===== src/rtl/memory_board_scan.sv =====
// rtl/memory_board_scan.sv - 4x4 LED matrix scanner for the memory game board.
// One row per slot: a blank lead-in, one capture, then the row is held steady.
module memory_board_scan #(
    parameter int SCAN_DIV  = 50000,
    parameter int BLANK     = 16,
    parameter int BLINK_DIV = 12500000
) (
    input  logic       Clk,
    input  logic       Reset,
    input  logic       Qi,
    input  logic       Qg,
    input  logic       Qfo,
    input  logic       Qp,
    input  logic       Ql,
    input  logic [3:0] RowA0,
    input  logic [3:0] RowA1,
    input  logic [3:0] RowA2,
    input  logic [3:0] RowA3,
    input  logic [3:0] RowB0,
    input  logic [3:0] RowB1,
    input  logic [3:0] RowB2,
    input  logic [3:0] RowB3,
    input  logic [1:0] CurX,
    input  logic [1:0] CurY,
    output logic [3:0] RowSel,
    output logic [3:0] ColOut,
    output logic       FrameTick
);

    localparam int SW = (SCAN_DIV > 1) ? $clog2(SCAN_DIV) : 1;
    localparam int BW = (BLINK_DIV > 1) ? $clog2(BLINK_DIV) : 1;

    localparam logic [SW-1:0] SLOT_LAST  = SW'(SCAN_DIV - 1);
    localparam logic [SW-1:0] SLOT_CAP   = SW'(BLANK - 1);
    localparam logic [BW-1:0] BLINK_LAST = BW'(BLINK_DIV - 1);

    logic [SW-1:0] r_slot;
    logic [1:0]    r_row;
    logic [BW-1:0] r_blink_cnt;
    logic          r_blink_on;
    logic [3:0]    r_row_sel;
    logic [3:0]    r_col_out;
    logic          r_frame_tick;

    logic          w_slot_wrap;
    logic          w_slot_cap;
    logic          w_blink_wrap;
    logic          w_cursor_row;
    logic [3:0]    w_row_a;
    logic [3:0]    w_row_b;
    logic [3:0]    w_pattern;

    assign w_slot_wrap  = (r_slot == SLOT_LAST);
    assign w_slot_cap   = (r_slot == SLOT_CAP);
    assign w_blink_wrap = (r_blink_cnt == BLINK_LAST);
    assign w_cursor_row = (r_row == CurX);

    always_comb begin
        w_row_a = RowA0;
        w_row_b = RowB0;
        case (r_row)
            2'd1: begin
                w_row_a = RowA1;
                w_row_b = RowB1;
            end
            2'd2: begin
                w_row_a = RowA2;
                w_row_b = RowB2;
            end
            2'd3: begin
                w_row_a = RowA3;
                w_row_b = RowB3;
            end
            default: begin
                w_row_a = RowA0;
                w_row_b = RowB0;
            end
        endcase
    end

    // Flag priority: lose > play > generate/findones > initial/idle (dark board).
    always_comb begin
        w_pattern = 4'b0000;
        if (Ql) begin
            w_pattern = {4{r_blink_on}};
        end else if (Qp) begin
            w_pattern = w_row_b;
            if (w_cursor_row) begin
                w_pattern[CurY] = r_blink_on;
            end
        end else if (Qg || Qfo) begin
            w_pattern = w_row_a;
        end else if (Qi) begin
            w_pattern = 4'b0000;
        end
    end

    always_ff @(posedge Clk) begin
        if (Reset) begin
            r_slot <= '0;
            r_row  <= 2'd0;
        end else if (w_slot_wrap) begin
            r_slot <= '0;
            r_row  <= r_row + 2'd1;
        end else begin
            r_slot <= r_slot + SW'(1);
        end
    end

    // Blink phase runs free of the scan so its rate does not depend on SCAN_DIV.
    always_ff @(posedge Clk) begin
        if (Reset) begin
            r_blink_cnt <= '0;
            r_blink_on  <= 1'b1;
        end else if (w_blink_wrap) begin
            r_blink_cnt <= '0;
            r_blink_on  <= ~r_blink_on;
        end else begin
            r_blink_cnt <= r_blink_cnt + BW'(1);
        end
    end

    // Single capture point per slot: inputs moving mid-window never reach the pins.
    always_ff @(posedge Clk) begin
        if (Reset) begin
            r_row_sel    <= 4'b1111;
            r_col_out    <= 4'b0000;
            r_frame_tick <= 1'b0;
        end else begin
            r_frame_tick <= w_slot_wrap && (r_row == 2'd3);
            if (w_slot_cap) begin
                r_row_sel <= ~(4'b0001 << r_row);
                r_col_out <= w_pattern;
            end else if (w_slot_wrap) begin
                r_row_sel <= 4'b1111;
                r_col_out <= 4'b0000;
            end
        end
    end

    assign RowSel    = r_row_sel;
    assign ColOut    = r_col_out;
    assign FrameTick = r_frame_tick;

endmodule


===== config.mk =====
export PLATFORM = sky130hd
export DESIGN_NAME = memory_board_scan
export DESIGN_NICKNAME = d
export VERILOG_FILES = /design/src/rtl/memory_board_scan.sv
export SDC_FILE = /design/constraint.sdc
export NUM_CORES = 1
export LEC_CHECK = 0
export CORE_UTILIZATION = 50
export CTS_BUF_LIST = sky130_fd_sc_hd__clkbuf_8 sky130_fd_sc_hd__clkbuf_16
export CTS_CLUSTER_DIAMETER = 150
export DETAILED_ROUTE_END_ITERATION = 8
export PLACE_DENSITY = 0.77
export SLEW_MARGIN = 15
export SYNTH_ARGS = -nofsm -noshare
export SYNTH_HDL_FRONTEND = slang
export SYNTH_SLANG_ARGS = --single-unit

===== constraint.sdc =====
create_clock -name Clk -period 2.2 [get_ports Clk]
set_clock_uncertainty 0.05 [all_clocks]
set_input_delay 0.44 -clock Clk [delete_from_list [all_inputs] [get_ports Clk]]
set_output_delay 0.44 -clock Clk [all_outputs]
set_load 0.01 [all_outputs]

==> summary.md <==
| Metric | Value |
|---|---|
| Outcome | `finished clean` |
| HP Class | `reg -> reg` |
| Worst vdd ir | `0.4329 mV` |
| Slew headroom | `60.57%` |
| Clock Tree Root | `clkbuf_8` |
| Fin worst setup slack | `0.09013 ns` |
| DRC | `0` |
| FMAX | `0.4740 GHz` |
| Sink of the worst hold path | `r_slot[0]` |
| Htree depth | `2` |
| Largest net degree at the start of global routing | `25` |
| Mapped Area | `2683 um^2` |
| CP Data Arrival Time | `2.25 ns` |
| DP HPWL | `4258 um` |
| Clock buffer depth | `2` |
| Crit share post-route | `95.90%` |
| Top_reg_cell synth | `dfxtp_1` |
| Layout Nets | `424` |
| Synthesized instance count | `319` |
| Xor and xnor fraction of the mapped netlist area | `13.06%` |
| Syn-to-layout area delta | `26.31%` |
| Post-synthesis simple-gate area fraction | `28.68%` |
| Grt ovf | `0` |
| # Max-Cap Violations | `0` |
| Ys async rst share | `0%` |
| Vias | `2,328` |
| Clock slew at reported path FFs | `0.09 ns` |
| Fillers | `447` |
| Syn_area_per_cell | `8.409 um^2` |
| Worst reg2reg setup slack | `0.09 ns` |
| TritonCTS clock tree | `done` |
| GPL Wtd Cong | `0.8513` |
| Minimum hold slack | `0.4204 ns` |
| Met2 WL | `2532 um` |
| I/O Buffers | `50` |
| Final setup fails | `0` |
| All-layer global routing usage | `20.62%` |
| Hold Buf Count CTS | `0` |
| Area of the core | `5140 um^2` |
| Yosys synthesis warning count | `0` |
| Least-Margin Pin Slew | `0.5861 ns` |
| Met1 wire length | `2770 um` |
| Count of unique library cells instantiated by Yosys | `43` |
| Die Area | `5662 um^2` |
| Unrepaired setup endpoints after global routing | `no` |
| Combinational family with the most area after synthesis | `simple AND/OR/NAND/NOR gates` |
| Routed wl met3 | `403 um` |
| Num rows | `26` |
| Iteration-0 DRC Markers | `64` |
| Most frequent cells in the layout | `62 x nor2_1, 52 x dfxtp_1, 50 x clkdlybuf4s50_1` |
| Yosys reg bits | `52` |
| Hold path cells | `1` |
| Antenna violations before repair | `0` |
| Antenna diode count | `0` |
| Max Fanout on Critical Path | `4` |
| # IOs | `52` |
| Count of pins over their slew limit | `0` |
| Die X | `75.25 um` |
| Routed len/inst | `12.94 um` |
| Cts repair resizes | `0` |
| Synth Area in Compound Gates | `8.769%` |
| Drt first pass iters | `4` |
| # clock sinks | `52` |
| Share of layout cells above drive strength 1 | `8.800%` |
| Setup bufs post-CTS | `0` |
| Setup TNS | `0 ns` |
| Post-Place Setup Slack | `0.08571 ns` |
| Post-synth EDFFs | `0` |
| Worst setup SP type | `register` |
| Mux contribution to synthesized area | `1.912%` |
| Reg2Reg Depth | `5` |
| Syn_nets | `369` |
| P_leak | `1.296 nW` |
| Final hold violation count | `0` |
| Die Ht | `75.25 um` |
| Drt total wl | `5757 um` |
| Most common cell after layout, fill and taps aside | `nor2_1` |
| Hold_sp | `r_slot[0]` |
| Adder-Cell Fraction of Synth Area | `3.265%` |
| Clock Latency Late Sink | `0.30 ns` |
| Crit path time final | `2.110 ns` |
| Num CTS Buffers | `5` |
| Critical path class | `reg -> reg` |
| Post-synthesis sequential area ratio | `38.81%` |
| Starting density of the core | `52.19%` |
| First-pass GRT wire length | `9004 um` |
| WP data required | `2.34 ns` |
| Via density | `5.231` |
| Vias in the first global route | `2,066` |
| Top routing layer in use | `met4` |
| FF-to-FF End | `RowSel[1]` |
| Reg-to-reg critical path startpoint | `r_slot[10]` |
| Crit end category | `register` |
| Power Density | `495.1 nW/um^2` |
| Antenna Nets Post-Route | `0` |
report_power, final:
group / internal (W) / leakage [nW] / total [W] / switching, W
sequential: 0.000950 / 0.420 / 0.000959 / 0.00000929
clock: 0.000258 / 0.0516 / 0.000572 / 0.000314
combinational: 0.0000940 / 0.824 / 0.000147 / 0.0000527
stage by stage:
step / area, um^2 / utilization [%] / power, W / cells
floorplan: 2683 / - / 0.001036 / 319
global placement: 3282 / 63.85 / 0.001124 / 437
detailed placement: 3282 / 63.85 / 0.001127 / 437
CTS: 3378 / 65.73 / 0.001690 / 445
global route: 3388 / 65.92 / 0.001746 / 445
finish: 3388 / 65.92 / 0.001678 / 445
Yosys cell counts, types with 2 or more instances:
master     n  share of area [%]
nor3_1    10                1.9
ha_1       7                3.3
nand3_1   17                3.2
o21ai_0    2               0.37
buf_2      3               0.56
a222oi_1   3                1.1
and3b_1    2               0.65
or2_2      7                1.6
nand2b_1   3               0.70
nor2_1    62                8.7
nand4_1    9                2.1
or4_1      4                1.1
nor4_1     6                1.4
dfxtp_1   52                 39
nand3b_1   3               0.84
and4_1     2               0.65
and3_1     2               0.47
mux2i_1    4                1.5
buf_1      3               0.42
a31o_2     2               0.65
a22oi_1    9                2.5
xor2_1    19                6.2
a221oi_1   4                1.3
clkbuf_1   3               0.42
inv_1     21                2.9
nor3_4     2                1.2
xnor2_1   21                6.9
a21oi_1    7                1.3
nand2_1   16                2.2
metal layers:
layer | global-route usage (%) | vias up
li1 | - | 1204
met1 | 27.35 | 1061
met4 | 5.144 | 0
met5 | 0 | -
met3 | 4.953 | 7
met2 | 33.93 | 56
flip-flops by register name, summed over array words and instances (netlist names):
register / flops
r_blink_cnt: 24
r_slot: 16
ColOut: 4
RowSel: 4
r_row: 2
FrameTick: 1
r_blink_on: 1
how the worst max path moves through the flow:
stage,startpoint,endpoint,cells past startpoint
floorplan,r_slot[10],r_slot[5],7
global placement,CurX[1],ColOut[1],6
detailed placement,CurX[0],ColOut[1],6
CTS,r_slot[10],RowSel[2],5
global route,r_row[0],ColOut[2],6
finish,r_slot[10],RowSel[1],5
worst max-delay path: stages (launching register included):
cell     delay (ns)
dfxtp_1        0.34
or4_1          0.57
or3_4          0.45
nor3_4         0.20
a22oi_1        0.10
or2_2          0.28
cell families after synthesis:
family	after synthesis
adder cells (fa/ha/maj)	7
XOR/XNOR	40
buffers and inverters	32
AND/OR/NAND/NOR	151
multiplexers	5
AO/OA/AOI/OAI	32
flip-flops	52
area by class of cell:
class | instances | area, um^2 | area share (%)
clock buffer | 6 | 82.58 | 2.437
clock inverter | 2 | 13.76 | 0.4062
inverter | 21 | 78.83 | 2.326
timing repair buffer | 59 | 580.6 | 17.13
tap | 70 | 87.58 | 2.585
multi-input combinational | 235 | 1504 | 44.39
sequential | 52 | 1041 | 30.72
(Power assumes the default switching activity.)
==> edit (same flow settings) <==
Remove the register `r_frame_tick`: a continuous assignment takes its place, so the output `FrameTick` follows one clock earlier.
--- a/src/rtl/memory_board_scan.sv
+++ b/src/rtl/memory_board_scan.sv
@@ -125,9 +125,7 @@
         if (Reset) begin
             r_row_sel    <= 4'b1111;
             r_col_out    <= 4'b0000;
-            r_frame_tick <= 1'b0;
         end else begin
-            r_frame_tick <= w_slot_wrap && (r_row == 2'd3);
             if (w_slot_cap) begin
                 r_row_sel <= ~(4'b0001 << r_row);
                 r_col_out <= w_pattern;
@@ -138,6 +136,8 @@
         end
     end
 
+    assign r_frame_tick = w_slot_wrap && (r_row == 2'd3);
+
     assign RowSel    = r_row_sel;
     assign ColOut    = r_col_out;
     assign FrameTick = r_frame_tick;
Check against the original RTL: no difference found for any inputs over 10 cycles, from zero or initial values and one cycle with Reset high; that may be too few to reach the edited logic, so the function may still have changed.
==> edit against the unedited design <==
- highest routed layer unchanged
- via count shrank 3.9%
- design area decreased by 1.8%
- area after synthesis shrank 3.1%
- sequential power shrank 2.1%
- power rose by 3.1%
- critical path type is now flop to primary output
- sequential cell count is 1 lower
- synthesized cell count is 5.0% lower
- register-to-register slack better by 40 ps
- worst hold slack worse by 21 ps
- worst setup slack improved by 23 ps
- non-clock buffer count up 1
- routed wire length fell by 4.8%
==> edit: results (changes against the unedited design) <==
Outcome
  – Run status: completed (unchanged)

Global routing
  – Global-route wire length before repair: 9.07 mm (was 9.00 mm)
  – Pin count of the biggest net entering global routing: 25 (unchanged)
  – Number of global-route vias before repair: 2075 (was 2066)
  – Global-route usage over all layers: 0.211 (was 0.206)
  – Antenna violations before repair: 0 (unchanged)

Detailed routing
  – Initial DRT Pass Iterations: 4 (unchanged)
  – Met1 routed wirelength after detailed routing: 2.65 mm (was 2.77 mm)
  – Total length of routed met2 wires: 2.46 mm (was 2.53 mm)
  – Met3 routed wirelength: 316 um (was 403 um)
  – Total number of vias: 2237 (was 2328)
  – First DRT Iteration DRCs: 87 (was 64)
  – Routed wire length: 5.48 mm (was 5.76 mm)
  – Top Layer Used: met4 (unchanged)

Worst setup path
  – Worst-path fanout max: 4 (unchanged)
  – Arrival time of the worst setup path: 1600 ps (was 2250 ps)

Clock network
  – Setup Fix Bufs, Post-CTS: 0 (unchanged)
  – Clock transition at the registers of the reported paths: 100 ps
  – Insertion delay to the later sink of the worst-skew pair: 310 ps
  – Clock tree root buffer cell: clkbuf_8 (unchanged)
  – Total CTS buffers: 5 (unchanged)
  – Buffer depth of the longest clock path: 2 (unchanged)
  – H-tree Lvls: 2 (unchanged)

Pwr
  – Static leakage: 1.29 nW (was 1.30 nW)
  – Highest ir drop seen on vdd: 386 uV (was 433 uV)

Final layout
  – Fill cell total of the finished layout: 416 (was 447)
  – Antenna diode count: 0 (unchanged)
  – Largest registers in the final layout: r_blink_cnt (24), r_slot (16) (unchanged)
  – Fraction of final layout cells sized beyond drive strength 1: 0.0641 (was 0.0880)
  – NumNets Final: 408 (was 424)

STA
  – Worst slew margin relative to its limit: 0.681 (was 0.606)

Placement
  – HPWL after DPL: 4.10 mm (was 4.26 mm)
  – Worst slack, placed: 134 ps (was 85.7 ps)
  – Buffers on Ports: 50 (unchanged)
  – Gpl congestion: 0.820 (was 0.851)
  – Placed instance area: 3220 um^2 (was 3280 um^2)

Logic synthesis
  – Distinct cell type count after synthesis: 42 (was 43)
  – Number of synthesis warnings: 0 (unchanged)
  – Number of nets in the synthesized netlist: 353 (was 369)
  – Leading cell types by total area after synthesis: dfxtp_1 (39%), nor2_1 (8.1%), xor2_1 (7.4%) (was dfxtp_1 (39%), nor2_1 (8.7%), xnor2_1 (6.9%))
  – Commonest cells in the synthesized netlist: nor2_1 (56), dfxtp_1 (51), xor2_1 (22) (was nor2_1 (62), dfxtp_1 (52), inv_1 (21), xnor2_1 (21), xor2_1 (19))
  – Post-synthesis async set-or-reset flop share: 0 (unchanged)
  – Sequential share of the synthesized area: 0.393 (was 0.388)

Hold path
  – Worst min-delay path class: flop to flop (unchanged)
==> edit: report_power, final <==
group | switching [mW] | total, mW | internal, mW
logic | 0.0512 | 0.144 | 0.0928
registers | 0.00742 | 0.939 | 0.932
clock network | 0.306 | 0.646 | 0.339
==> edit: worst max-delay path: stages (launching register included) <==
cell,delay (ps)
dfxtp_1,380
ha_1,210
and3_1,200
nand3_2,70
nor3_1,150
clkdlybuf4s15_1,270
==> edit: timing repair <==
action                                  4_1_cts  5_1_grt
hold buffers                                  0        0
pin swaps                                     0        0
cloned                                        0        0
endpoints found under the setup margin        1        1
resized for setup                             1        1
==> edit: worst paths after layout <==
check / start / endpoint / slack, ps / depth (start not counted)
max reg2reg: r_slot[0] / ColOut[2] / 130 / 7
max: r_slot[0] / FrameTick / 110 / 5
min: r_blink_cnt[0] / r_blink_cnt[0] / 400 / 1
min reg2reg: r_blink_cnt[0] / r_blink_cnt[0] / 400 / 1
==> edit: cells by family after synthesis <==
logic type | synth area share
compound gates | 0.0987
xor+xnor | 0.135
fa+ha+maj | 0.0337
buf+inv | 0.0419
flops | 0.393
mux | 0.0154
simple gates | 0.283
==> edit: final cells by class <==
type,count,share of cell area
repair buffers,60,0.177
flip-flops and latches,51,0.307
clock buffers,5,0.0207
well taps,67,0.0252
clock inverters,3,0.0128
multi-input cells,226,0.442
inverters,14,0.0158
==> edit: through the flow <==
step	std cells	utilization
floorplan	303	-
global placement	418	0.663
detailed placement	418	0.663
finish	426	0.686
CTS	426	0.686
global route	426	0.686
==> edit: routing by layer <==
layer,vias up,GRT usage
li1,1163,-
met1,1028,0.271
met2,40,0.347
met3,6,0.0488
met4,0,0.0705
met5,-,0
